**src/rtl/spi_slave_responder_if.sv**
```systemverilog
// Bus bundle for spi_slave_responder.
// Groups the SPI pins and the local reply/receive handshake so the responder
// and whoever drives it share one set of names.
//   slave modport  : view from the responder (SPI pins in, MISO out,
//                    tx word in, rx word and status pulses out)
//   master modport : view from the SPI master / local logic side
// Handshake: a reply word moves on tx_valid && tx_ready, sampled at the
// rising clk edge; tx_valid raised while tx_ready is low is ignored (no
// overwrite). rx_valid is a one-cycle pulse with no backpressure.
// dbg_state exposes the responder FSM state for observation.
interface spi_slave_responder_if #(
    parameter int DATA_W = 32
);
    logic              spi_sclk;
    logic              spi_cs_n;
    logic              spi_mosi;
    logic              spi_miso;
    logic              spi_miso_oe;
    logic [DATA_W-1:0] tx_data;
    logic              tx_valid;
    logic              tx_ready;
    logic [DATA_W-1:0] rx_data;
    logic              rx_valid;
    logic              tx_underrun;
    logic              frame_abort;
    logic              busy;
    logic [1:0]        dbg_state;

    modport slave (
        input  spi_sclk, spi_cs_n, spi_mosi, tx_data, tx_valid,
        output spi_miso, spi_miso_oe, tx_ready, rx_data, rx_valid,
               tx_underrun, frame_abort, busy, dbg_state
    );

    modport master (
        output spi_sclk, spi_cs_n, spi_mosi, tx_data, tx_valid,
        input  spi_miso, spi_miso_oe, tx_ready, rx_data, rx_valid,
               tx_underrun, frame_abort, busy, dbg_state
    );
endinterface

```
**src/rtl/spi_slave_responder.sv**
```systemverilog
// SPI mode-0 responder endpoint. Receives a DATA_W-bit MSB-first word on MOSI
// while shifting a preloaded reply out on MISO in the same frame. All SPI
// pins are oversampled in the clk domain (clk must be >= 8x SCLK).
// Ports:
//   clk, rst : system clock, synchronous active-high reset
//   bus      : spi_slave_responder_if.slave (SPI pins, tx/rx handshake,
//              status pulses, busy, dbg_state)
module spi_slave_responder #(
    parameter int                DATA_W      = 32,
    parameter int                SYNC_STAGES = 2,
    parameter logic [DATA_W-1:0] IDLE_FILL   = '0
) (
    input logic                  clk,
    input logic                  rst,
    spi_slave_responder_if.slave bus
);
    localparam int               CNT_W    = $clog2(DATA_W + 1);
    localparam logic [CNT_W-1:0] LAST_CNT = CNT_W'(DATA_W);

    localparam logic [1:0] ST_IDLE    = 2'd0;
    localparam logic [1:0] ST_SHIFT   = 2'd1;
    localparam logic [1:0] ST_WAIT_CS = 2'd2;

    logic [SYNC_STAGES-1:0] sclk_sync_q, sclk_sync_d;
    logic [SYNC_STAGES-1:0] cs_sync_q,   cs_sync_d;
    logic [SYNC_STAGES-1:0] mosi_sync_q, mosi_sync_d;
    logic                   sclk_dly_q,  sclk_dly_d;
    logic                   cs_dly_q,    cs_dly_d;
    logic [SYNC_STAGES:0]   primed_q,    primed_d;
    logic [1:0]             state_q,     state_d;
    logic [CNT_W-1:0]       bit_cnt_q,   bit_cnt_d;
    logic [DATA_W-1:0]      rx_shift_q,  rx_shift_d;
    logic [DATA_W-1:0]      tx_shift_q,  tx_shift_d;
    logic [DATA_W-1:0]      hold_data_q, hold_data_d;
    logic                   hold_full_q, hold_full_d;
    logic [DATA_W-1:0]      rx_data_q,   rx_data_d;
    logic                   rx_valid_q,  rx_valid_d;
    logic                   tx_underrun_q, tx_underrun_d;
    logic                   frame_abort_q, frame_abort_d;

    logic sclk_s, cs_s, mosi_s;
    logic sclk_rise, sclk_fall, cs_fall, cs_rise;

    assign sclk_s = sclk_sync_q[SYNC_STAGES-1];
    assign cs_s   = cs_sync_q[SYNC_STAGES-1];
    assign mosi_s = mosi_sync_q[SYNC_STAGES-1];

    assign sclk_rise =  sclk_s & ~sclk_dly_q;
    assign sclk_fall = ~sclk_s &  sclk_dly_q;
    assign cs_fall   = ~cs_s   &  cs_dly_q;
    assign cs_rise   =  cs_s   & ~cs_dly_q;

    always_comb begin
        sclk_sync_d = {sclk_sync_q[SYNC_STAGES-2:0], bus.spi_sclk};
        cs_sync_d   = {cs_sync_q[SYNC_STAGES-2:0],   bus.spi_cs_n};
        mosi_sync_d = {mosi_sync_q[SYNC_STAGES-2:0], bus.spi_mosi};
        sclk_dly_d  = sclk_s;
        cs_dly_d    = cs_s;
        // The synchroniser reset values are placeholders, not the real pin.
        // primed_q fills with ones once the live CS level has reached both
        // cs_s and cs_dly_q, so a CS held low across reset cannot look like
        // "CS high" and let the FSM leave WAIT_CS early.
        primed_d    = {primed_q[SYNC_STAGES-1:0], 1'b1};

        state_d       = state_q;
        bit_cnt_d     = bit_cnt_q;
        rx_shift_d    = rx_shift_q;
        tx_shift_d    = tx_shift_q;
        hold_data_d   = hold_data_q;
        hold_full_d   = hold_full_q;
        rx_data_d     = rx_data_q;
        rx_valid_d    = 1'b0;
        tx_underrun_d = 1'b0;
        frame_abort_d = 1'b0;

        // Load only into an empty holding register. A frame start takes the
        // word only when it was already full, so a load in the same cycle as
        // cs_fall never feeds that frame; it waits for the next one.
        if (bus.tx_valid && !hold_full_q) begin
            hold_full_d = 1'b1;
            hold_data_d = bus.tx_data;
        end

        case (state_q)
            ST_IDLE: begin
                if (cs_fall) begin
                    if (hold_full_q) begin
                        tx_shift_d  = hold_data_q;
                        hold_full_d = 1'b0;
                    end else begin
                        tx_shift_d    = IDLE_FILL;
                        tx_underrun_d = 1'b1;
                    end
                    bit_cnt_d = '0;
                    state_d   = ST_SHIFT;
                end
            end
            ST_SHIFT: begin
                if (bit_cnt_q == LAST_CNT) begin
                    rx_data_d  = rx_shift_q;
                    rx_valid_d = 1'b1;
                    state_d    = ST_WAIT_CS;
                end else if (cs_rise) begin
                    frame_abort_d = 1'b1;
                    state_d       = ST_IDLE;
                end else begin
                    if (sclk_rise) begin
                        rx_shift_d = {rx_shift_q[DATA_W-2:0], mosi_s};
                        bit_cnt_d  = bit_cnt_q + 1'b1;
                    end
                    // The first falling edge only ends bit 0's low phase
                    // before any rise; MSB must stay on MISO until sampled.
                    if (sclk_fall && (bit_cnt_q != '0)) begin
                        tx_shift_d = {tx_shift_q[DATA_W-2:0], 1'b0};
                    end
                end
            end
            ST_WAIT_CS: begin
                if (cs_s && primed_q[SYNC_STAGES]) begin
                    state_d = ST_IDLE;
                end
            end
            default: state_d = ST_WAIT_CS;
        endcase
    end

    always_ff @(posedge clk) begin
        if (rst) begin
            sclk_sync_q   <= '0;
            cs_sync_q     <= '1;
            mosi_sync_q   <= '1;
            sclk_dly_q    <= 1'b0;
            cs_dly_q      <= 1'b1;
            primed_q      <= '0;
            state_q       <= ST_WAIT_CS;
            bit_cnt_q     <= '0;
            rx_shift_q    <= '0;
            tx_shift_q    <= '0;
            hold_data_q   <= '0;
            hold_full_q   <= 1'b0;
            rx_data_q     <= '0;
            rx_valid_q    <= 1'b0;
            tx_underrun_q <= 1'b0;
            frame_abort_q <= 1'b0;
        end else begin
            sclk_sync_q   <= sclk_sync_d;
            cs_sync_q     <= cs_sync_d;
            mosi_sync_q   <= mosi_sync_d;
            sclk_dly_q    <= sclk_dly_d;
            cs_dly_q      <= cs_dly_d;
            primed_q      <= primed_d;
            state_q       <= state_d;
            bit_cnt_q     <= bit_cnt_d;
            rx_shift_q    <= rx_shift_d;
            tx_shift_q    <= tx_shift_d;
            hold_data_q   <= hold_data_d;
            hold_full_q   <= hold_full_d;
            rx_data_q     <= rx_data_d;
            rx_valid_q    <= rx_valid_d;
            tx_underrun_q <= tx_underrun_d;
            frame_abort_q <= frame_abort_d;
        end
    end

    assign bus.spi_miso    = (state_q == ST_SHIFT) ? tx_shift_q[DATA_W-1] : 1'b0;
    assign bus.spi_miso_oe = ((state_q == ST_SHIFT) || (state_q == ST_WAIT_CS)) ? ~cs_s : 1'b0;
    assign bus.tx_ready    = ~hold_full_q;
    assign bus.rx_data     = rx_data_q;
    assign bus.rx_valid    = rx_valid_q;
    assign bus.tx_underrun = tx_underrun_q;
    assign bus.frame_abort = frame_abort_q;
    assign bus.busy        = (state_q != ST_IDLE);
    assign bus.dbg_state   = state_q;
endmodule
```
**src/flat_wrapper.sv**
```systemverilog
// flat-port wrapper written by rule: the top's interface ports become plain ports
module spi_slave_responder_flat 
#(
    parameter int                DATA_W      = 32,
    parameter int                SYNC_STAGES = 2,
    parameter logic [DATA_W-1:0] IDLE_FILL   = '0
)
  (clk, rst, bus_spi_sclk, bus_spi_cs_n, bus_spi_mosi, bus_tx_data, bus_tx_valid, bus_spi_miso, bus_spi_miso_oe, bus_tx_ready, bus_rx_data, bus_rx_valid, bus_tx_underrun, bus_frame_abort, bus_busy, bus_dbg_state);
  spi_slave_responder_if #(.DATA_W(DATA_W)) bus_i ();
  input logic clk;
  input logic rst;
  input wire logic [$bits(bus_i.spi_sclk)-1:0] bus_spi_sclk;
  input wire logic [$bits(bus_i.spi_cs_n)-1:0] bus_spi_cs_n;
  input wire logic [$bits(bus_i.spi_mosi)-1:0] bus_spi_mosi;
  input wire logic [$bits(bus_i.tx_data)-1:0] bus_tx_data;
  input wire logic [$bits(bus_i.tx_valid)-1:0] bus_tx_valid;
  output wire logic [$bits(bus_i.spi_miso)-1:0] bus_spi_miso;
  output wire logic [$bits(bus_i.spi_miso_oe)-1:0] bus_spi_miso_oe;
  output wire logic [$bits(bus_i.tx_ready)-1:0] bus_tx_ready;
  output wire logic [$bits(bus_i.rx_data)-1:0] bus_rx_data;
  output wire logic [$bits(bus_i.rx_valid)-1:0] bus_rx_valid;
  output wire logic [$bits(bus_i.tx_underrun)-1:0] bus_tx_underrun;
  output wire logic [$bits(bus_i.frame_abort)-1:0] bus_frame_abort;
  output wire logic [$bits(bus_i.busy)-1:0] bus_busy;
  output wire logic [$bits(bus_i.dbg_state)-1:0] bus_dbg_state;
  assign bus_i.spi_sclk = bus_spi_sclk;
  assign bus_i.spi_cs_n = bus_spi_cs_n;
  assign bus_i.spi_mosi = bus_spi_mosi;
  assign bus_i.tx_data = bus_tx_data;
  assign bus_i.tx_valid = bus_tx_valid;
  assign bus_spi_miso = bus_i.spi_miso;
  assign bus_spi_miso_oe = bus_i.spi_miso_oe;
  assign bus_tx_ready = bus_i.tx_ready;
  assign bus_rx_data = bus_i.rx_data;
  assign bus_rx_valid = bus_i.rx_valid;
  assign bus_tx_underrun = bus_i.tx_underrun;
  assign bus_frame_abort = bus_i.frame_abort;
  assign bus_busy = bus_i.busy;
  assign bus_dbg_state = bus_i.dbg_state;
  spi_slave_responder #(.DATA_W(DATA_W), .SYNC_STAGES(SYNC_STAGES), .IDLE_FILL(IDLE_FILL)) u_core (.clk(clk), .rst(rst), .bus(bus_i));
endmodule
```
**config.mk**
```make
export PLATFORM = sky130hd
export DESIGN_NAME = spi_slave_responder_flat
export DESIGN_NICKNAME = d
export VERILOG_FILES = /design/src/rtl/spi_slave_responder_if.sv /design/src/rtl/spi_slave_responder.sv /design/src/flat_wrapper.sv
export SDC_FILE = /design/constraint.sdc
export NUM_CORES = 1
export LEC_CHECK = 0
export ABC_AREA = 0
export BUFFER_PORTS_ARGS = -buffer_cell sky130_fd_sc_hd__buf_2
export CAP_MARGIN = 20
export CORE_ASPECT_RATIO = 1.5
export CORE_MARGIN = 5
export CORE_UTILIZATION = 53
export CTS_BUF_LIST = sky130_fd_sc_hd__clkbuf_2 sky130_fd_sc_hd__clkbuf_4 sky130_fd_sc_hd__clkbuf_8
export DETAILED_ROUTE_END_ITERATION = 7
export PLACE_DENSITY = 0.82
export SLEW_MARGIN = 10
export SYNTH_ARGS = -nofsm -noshare
export SYNTH_HDL_FRONTEND = slang
export SYNTH_SLANG_ARGS = --single-unit
export TNS_END_PERCENT = 50
```
**constraint.sdc**
```tcl
create_clock -name clk -period 1.8 [get_ports clk]
set_input_delay 0.09 -clock clk [delete_from_list [all_inputs] [get_ports clk]]
set_output_delay 0.09 -clock clk [all_outputs]
set_load 0.005 [all_outputs]
```
After elaboration in Yosys (flattened, before gate mapping). Cells that the tools add are included. W data, S select, Z words.

$add $sub $neg: 1. Reduce and logical (&&, ||, !) cells: 17. Equal/unequal tests: 10. Bitwise logic cells: 14. Multiplexer cells: 26.

Operator list (count): $mux W32 (5); $pmux W32 S2 (1); $mux W6 (4); $pmux W6 S2 (1); $mux W1 (10); $not A1 Y1 (10); $reduce_and A5 Y1 (2); $mux W2 (4); $ne A2 B1 Y1 const B (4); $add A6 B1 Y6 const B (1); $eq A6 B6 Y1 const B (1); $pmux W2 S3 (1); $reduce_bool A6 Y1 (1); $reduce_or A3 Y1 (2); $and A1 B1 Y1 (4); $ne A2 B2 Y1 const B (2); $reduce_and A4 Y1 (1); $reduce_bool A2 Y1 (2); $logic_and A1 B1 Y1 (3); $ne A3 B1 Y1 const B (1); $reduce_and A3 Y1 (1); $eq A2 B1 Y1 const B (1); $eq A2 B2 Y1 const B (1); $logic_not A2 Y1 (1); other kinds (4) (4).

Output and inout bits: 41. Register bits: 151. Logic and storage cells: 85. Input bits: 38.

Longest topological paths before layout. Gate-level depths: netlist of run 1.

Depth after elaboration: 7. Gate-level depth with buffers: 10. Gate-level depth less buffers: 7.

Least setup slack after synthesis of run 1. Ideal clock, no wire load.

Path type: register to register. Start: reg u_core.state_q[0], in the netlist u_core.bus.dbg_state[0]. End: reg u_core.bit_cnt_q[1]. Data required time: 1.730 ns. Path buffers: 1. Period minus slack after synthesis: 1.803 ns. Setup time: 0.070 ns. Setup slack: -0.003 ns. Arrival: 1.733 ns. Stages on the path, launching flop included: 9. Cells stage by stage: dfxtp_1 inv_1 ha_1 clkbuf_1 nand2b_1 a2111oi_0 a41oi_1 nand3b_1 a21oi_1.

Word-level cells in the longest chain between the ends: 3. Elaborated cells between the ends (all ways): 9. Classes of those cells: eq/ne (5); mux (1); reduce/logical (3).

Ends and longest elaborated chain: start: declaration (line spi_slave_responder.sv:30) `logic [1:0] state_q, state_d;`; start signal: assignment (line spi_slave_responder.sv:152) `state_q <= state_d;`; $eq A2 B1 Y1 / $logic_not A2 Y1 (equally long branches) (line spi_slave_responder.sv:84) `case (state_q)`; $ne A2 B1 Y1 (no source line) (tied with other cells); $reduce_and A5 Y1 (no source line); end signal: assignment (line spi_slave_responder.sv:153) `bit_cnt_q <= bit_cnt_d;`; end: declaration (line spi_slave_responder.sv:31) `logic [CNT_W-1:0] bit_cnt_q, bit_cnt_d;`.

Parallel ways exist; a longest one is shown, timed or not. A chain may end at the register's enable or synchronous reset.

Worst setup path in the final report of run 1.
Start: reg u_core.bit_cnt_q[1]. End: reg u_core.rx_data_q[17], in the netlist u_core.bus.rx_data[17].

Word-level cells in the longest chain between the ends: 2.

Ends and longest elaborated chain: $eq A6 B6 Y1 (line spi_slave_responder.sv:99) `if (bit_cnt_q == LAST_CNT) begin`; $reduce_and A2 Y1 (no source line); end signal: assignment (line spi_slave_responder.sv:158) `rx_data_q <= rx_data_d;`; end: declaration (line spi_slave_responder.sv:36) `logic [DATA_W-1:0] rx_data_q, rx_data_d;`.

No other way between the ends.

==> metrics, run 1 <==
run status=finished with violations; failing checks=negative setup slack; Hold WC Path Type=in -> reg; Worst Hold End=u_core.hold_full_q; Total Routing Usage GR=19.4%; WP data required=2.17 ns; initial core utilization=54.3%; Max VDD drop=around 700 uV; drt total wl=~14 mm; complex-gate fraction of the synthesized area=19.9%; Fill cells=827; synth warn=0; drt wl/cell=14.0 um; crit path DAT=2.22 ns; CTS buffer count=17; #FFs+latches synth=151; crit path from=u_core.bit_cnt_q[1]; XOR/XNOR Fraction of Synth Area=0%; most common cell after layout, fill and taps aside=nand2_1; slew margin rel.=58.3%; CTS tree=yes; r2r setup slk=-0.06 ns; worst slew pin tran=roughly 0.62 ns; Synth Net Count=about 800; Unique masters post-synth=38; DRC=0; CTS Root Cell=clkbuf_8; simple-gate share of the synthesized area=23.6%; DP HPWL=8.16 mm; Hold Startpoint=rst; clk_skew=0.0133 ns; clock latency on the worst-skew pair=0.44 ns; Die H=about 140 um; ys async rst share=0%; CP Launch Type=flip-flop; Synth Instances=~750; mux cell area share after synthesis=0%; io pins=79; final total power=0.00920 W; final period utilization=103%; main combinational cell family by area after synthesis=simple AND/OR/NAND/NOR gates; routed via count=between 5000 and 6000; Hold Path Stages=2; RD Place Congestion=roughly 0.8; RSZ-0062 raised after global routing=true; P_leak=between 3 and 4 nW; CP Class=reg -> reg; post-layout net count=914; antenna cells=0; Synth Area per Inst=8.01 um2; post-synthesis adder-cell area fraction=1.24%; largest net degree at the start of global routing=66; fmax=538 MHz; Port-buffer cells=78; die area=13700 um2; # rows=47; most frequent cells in the layout=nand2_1 (229), dfxtp_1 (148), a21oi_1 (115), buf_2 (77), nor2_1 (41); Area Overhead vs Synth=33.4%; clock slew at reported path FFs=0.09 ns; max-cap check violation count=0; grt ovf=0; register area share after synthesis=50.1%; Clock Tree Buf Depth=2; Place WS=-0.0248 ns; CTS H-tree depth=4; clk sinks=around 150; Pre-Repair DR Iteration Count=4; post-synthesis instance area=between 6000 and 7000 um2; share of cells above drive strength 1=between 30% and 40%; Vias per Instance=5.28; Critical Path Fanout Max=8; first-pass GRT wire length=approximately 23 mm; Most used DFF post-synth=dfxtp_1; PnR worst setup slack=-0.0594 ns; CORE AREA=between 10000 and 15000 um2; Routed Antenna Nets=0; initial drt markers=225; Worst R2R End=u_core.bus.rx_data[17]; ratio of total power to cell area=1140 nW/um2; FF-to-FF path depth=9; Fin. Hold Viols=0; setup violators final=20; Post-synth EDFFs=0; Die X=97.1 um; Final Max Slew Viols=0; initial antenna violation count=0; Critical Path Sink Type=flip-flop; worst r2r src=u_core.bit_cnt_q[1]; Tmin final=1.86 ns; vias in the first global route=just over 5000
[final cells by class]
cell class / instances / area (um2) / share of cell area (%)
inverter: 7 / 26.3 / 0.327
timing repair buffer: 156 / 1310 / 16.3
clock inverter: 15 / 230 / 2.86
sequential: 151 / 3030 / 37.6
clock buffer: 17 / 234 / 2.91
tap: 147 / 184 / 2.29
multi-input combinational: 537 / 3030 / 37.7
[cell usage after synthesis (all sizes together) (4+ instances only)]
cell type / number / area [um2]
clkbuf: 35 / 131
nor2b: 10 / 62.6
nand2b: 5 / 31.3
dfxtp: 151 / 3020
ha: 6 / 75.1
nand2: 234 / 878
nor2: 71 / 267
a21oi: 133 / 666
or2: 5 / 31.3
and2: 4 / 25.0
inv: 7 / 26.3
o21ai: 8 / 40.0
a211oi: 32 / 395
buf: 23 / 151
[critical path, stage by stage, from the launching register on]
cell and delay, ns:
dfxtp_2 0.33, inv_2 0.07, ha_4 0.12, nor4b_4 0.30, buf_4 0.20, buf_6 0.11
and3_4 0.27, clkbuf_16 0.19, nand2_1 0.06, a21oi_1 0.15
[timing repair]
item	4_1_cts	5_1_grt
setup endpoints to repair	19	83
resized for setup	10	92
hold endpoints to repair	35	0
setup buffers	3	6
pin swaps	2	19
cloned	1	8
hold buffers	35	0
[cells by family (layout without fill, tap and decap cells)]
logic type / Yosys count / count (layout)
compound gates: 185 / 185
fa+ha+maj: 6 / 6
buf+inv: 65 / 195
flops: 151 / 151
simple gates: 346 / 346
[power by group]
part,leakage (nW),internal [W],switching (W)
clock,0.231,0.00158,0.00138
combinational,1.58,0.00117,0.00112
sequential,1.23,0.00368,0.000264
[layer usage]
layer	vias to the layer above	wire (um)	GRT usage (%)
met1	2559	5840	22.1
li1	2718	-	-
met4	0	239	7.25
met5	-	0	0
met3	20	578	4.35
met2	139	7800	35.3
[sequential cells by signal, indices dropped and copies added, names as in the netlist]
| signal | flops |
|---|---|
| u_core.sclk_sync_q | 2 |
| u_core.bit_cnt_q | 6 |
| u_core.bus.rx_data | 32 |
| u_core.bus.tx_underrun | 1 |
| u_core.bus.dbg_state | 2 |
| u_core.tx_shift_q | 32 |
| u_core.primed_q | 3 |
| u_core.sclk_dly_q | 1 |
| u_core.mosi_sync_q | 2 |
| u_core.cs_dly_q | 1 |
| u_core.rx_shift_q | 32 |
| u_core.bus.frame_abort | 1 |
| u_core.bus.rx_valid | 1 |
| u_core.hold_data_q | 32 |
| u_core.hold_full_q | 1 |
| u_core.cs_sync_q | 2 |
[worst max path at each step]
stage | endpoint | slack [ns] | cells after the start
6_report | u_core.bus.rx_data[17] | -0.06 | 9
5_1_grt | u_core.bus.rx_data[17] | -0.15 | 9
4_1_cts | u_core.tx_shift_q[27] | -0.03 | 8
3_5_place_dp | u_core.bit_cnt_q[1] | -0.02 | 8
3_3_place_gp | u_core.bit_cnt_q[1] | 0.03 | 8
2_1_floorplan | u_core.bit_cnt_q[1] | -0.003 | 8
[metrics by stage]
step	hold WS [ns]	util, %	setup TNS [ns]	std cells	cell area (um2)
4_1_cts	0.0499	68.0	-0.197	1017	7560
5_1_grt	0.0911	72.4	-4.77	1030	8050
3_3_place_gp	0.273	59.5	0	945	6610
6_report	0.0983	72.4	-0.373	1030	8050
3_5_place_dp	0.275	59.7	-0.0333	946	6640
2_1_floorplan	0.194	-	-0.00332	753	6030
(Power assumes the default switching activity.)
==> run 2, diff against run 1 <==
==> constraint.sdc (replaced) <==
create_clock -name clk -period 1.8 [get_ports clk]
set_input_delay 0.09 -clock clk [delete_from_list [all_inputs] [get_ports clk]]
set_output_delay 0.09 -clock clk [all_outputs]
set_load 0.1 [all_outputs]
==> metrics, run 2 (same netlist as run 1, synthesis figures left out) <==
Critical Path Sink Type=flip-flop; Comb pwr share=between 20% and 30%; run status=finished with violations; r2r setup slk=-0.06 ns; design area=7950 um2; worst slew pin tran=0.543 ns; Max VDD drop=914 uV; clk sinks=151; share of cells above drive strength 1=~28%; Die H=141 um; slew margin rel.=63.8%; utilization after layout=between 70 and 80%; grt ovf=0; clk_skew=0.0103 ns; Vias per Instance=5.22; largest net degree at the start of global routing=52; clock slew at reported path FFs=0.08 ns; CTS tree=yes; CORE AREA=11100 um2; Total Routing Usage GR=19.5%; Clock Tree Buf Depth=2; crit path DAT=2.23 ns; most common cell after layout, fill and taps aside=nand2_1; failing checks=negative setup slack; final period utilization=103%; drt wl/cell=13.7 um; Die X=around 97 um; CTS buffer count=17; Critical Path Fanout Max=11; Reg power frac=43.5%; DP HPWL=8.64 mm; Area Overhead vs Synth=31.8%; DRC=0; fmax=about 540 MHz; RD Place Congestion=0.782; Hold Worst Slack=0.126 ns; routed via count=5340; P_leak=roughly 3 nW; antenna cells=0; PnR worst setup slack=-0.0630 ns; drt total wl=14.0 mm; most frequent cells in the layout=nand2_1 (233), dfxtp_1 (147), a21oi_1 (130), buf_2 (75), nor2_1 (39); post-layout net count=907; CP Class=reg -> reg; Hold WC Path Type=in -> reg; Place WS=-0.132 ns; clock latency on the worst-skew pair=0.44 ns; CTS Root Cell=clkbuf_8; Fin. Hold Viols=0; max-cap check violation count=0; clock share of power=slightly below 30%; ratio of total power to cell area=between 1000 and 1500 nW/um2; first-pass GRT wire length=22.5 mm; io pins=between 70 and 80; Final Max Slew Viols=0; setup violators final=21; final total power=~0.0093 W; WP data required=between 2 and 2.5 ns; switching share of total power=32.5%; vias in the first global route=5126; internal power=0.00625 W; Port-buffer cells=78; Routed Antenna Nets=0; initial drt markers=235; RSZ-0062 raised after global routing=true; # rows=47; CTS H-tree depth=4; CP Launch Type=flip-flop; initial core utilization=54.3%; Tmin final=between 1.5 and 2 ns; Psw=0.00302 W; initial antenna violation count=0; DP Area=6850 um2; die area=13700 um2; Pre-Repair DR Iteration Count=4
run 2: per-stage QoR:
stage               instances  TNS (ns)
floorplan                 753     -2.27
detailed placement        944    -0.814
global placement          944   -0.0325
CTS                      1012    -0.778
finish                   1023    -0.569
global route             1023     -2.90
run 2: final timing paths:
kind,from,to,cells past startpoint
worst max-delay path,u_core.bus.dbg_state[1],u_core.tx_shift_q[10],9
worst min register to register,u_core.cs_sync_q[0],u_core.cs_sync_q[1],1
worst max register to register,u_core.bus.dbg_state[1],u_core.tx_shift_q[10],9
worst min-delay path,rst,u_core.bus.rx_data[22],2
run 2: power by group through the flow:
stage,Combinational [W],Clock [W],Sequential [W]
after floorplan,0.00172,0,0.00411
after global placement,0.00193,0,0.00405
after detailed placement,0.00203,0,0.00407
after CTS,0.00217,0.00279,0.00401
after global routing,0.00267,0.00291,0.00406
final,0.00251,0.00273,0.00403
run 2: cell type report:
class	instances	area (um2)
Clock buffer	17	234
Clock inverter	15	188
Multi-Input combinational cell	537	3030
Tap cell	147	184
Fill cell	828	3160
Sequential cell	151	3030
Timing Repair Buffer	149	1250
Inverter	7	31.3
run 2: critical path, cell delays in order, from the launching register on:
cell and delay (ns):
dfxtp_4 0.37, inv_4 0.07, ha_4 0.20, buf_4 0.14, nand2b_4 0.06, nor2_1 0.15
a32o_4 0.32, clkbuf_16 0.23, nor2_2 0.04, a211oi_2 0.19
run 2: layer usage:
metal | share of wire, % | vias to the layer above | global-route usage [%]
li1 | - | 2706 | -
met1 | 40 | 2475 | 21.0
met2 | 53 | 127 | 35.5
met3 | 4.4 | 32 | 4.79
met4 | 2.8 | 0 | 9.17
met5 | 0 | - | 0
run 2: timing repair:
item | in CTS | in global routing
resized for setup | 13 | 22
cloned | 1 | 5
hold buffers | 35 | 0
hold endpoints to repair | 35 | 0
endpoints found under the setup margin | 37 | 102
buffers inserted | 0 | 6
pin swaps | 2 | 11
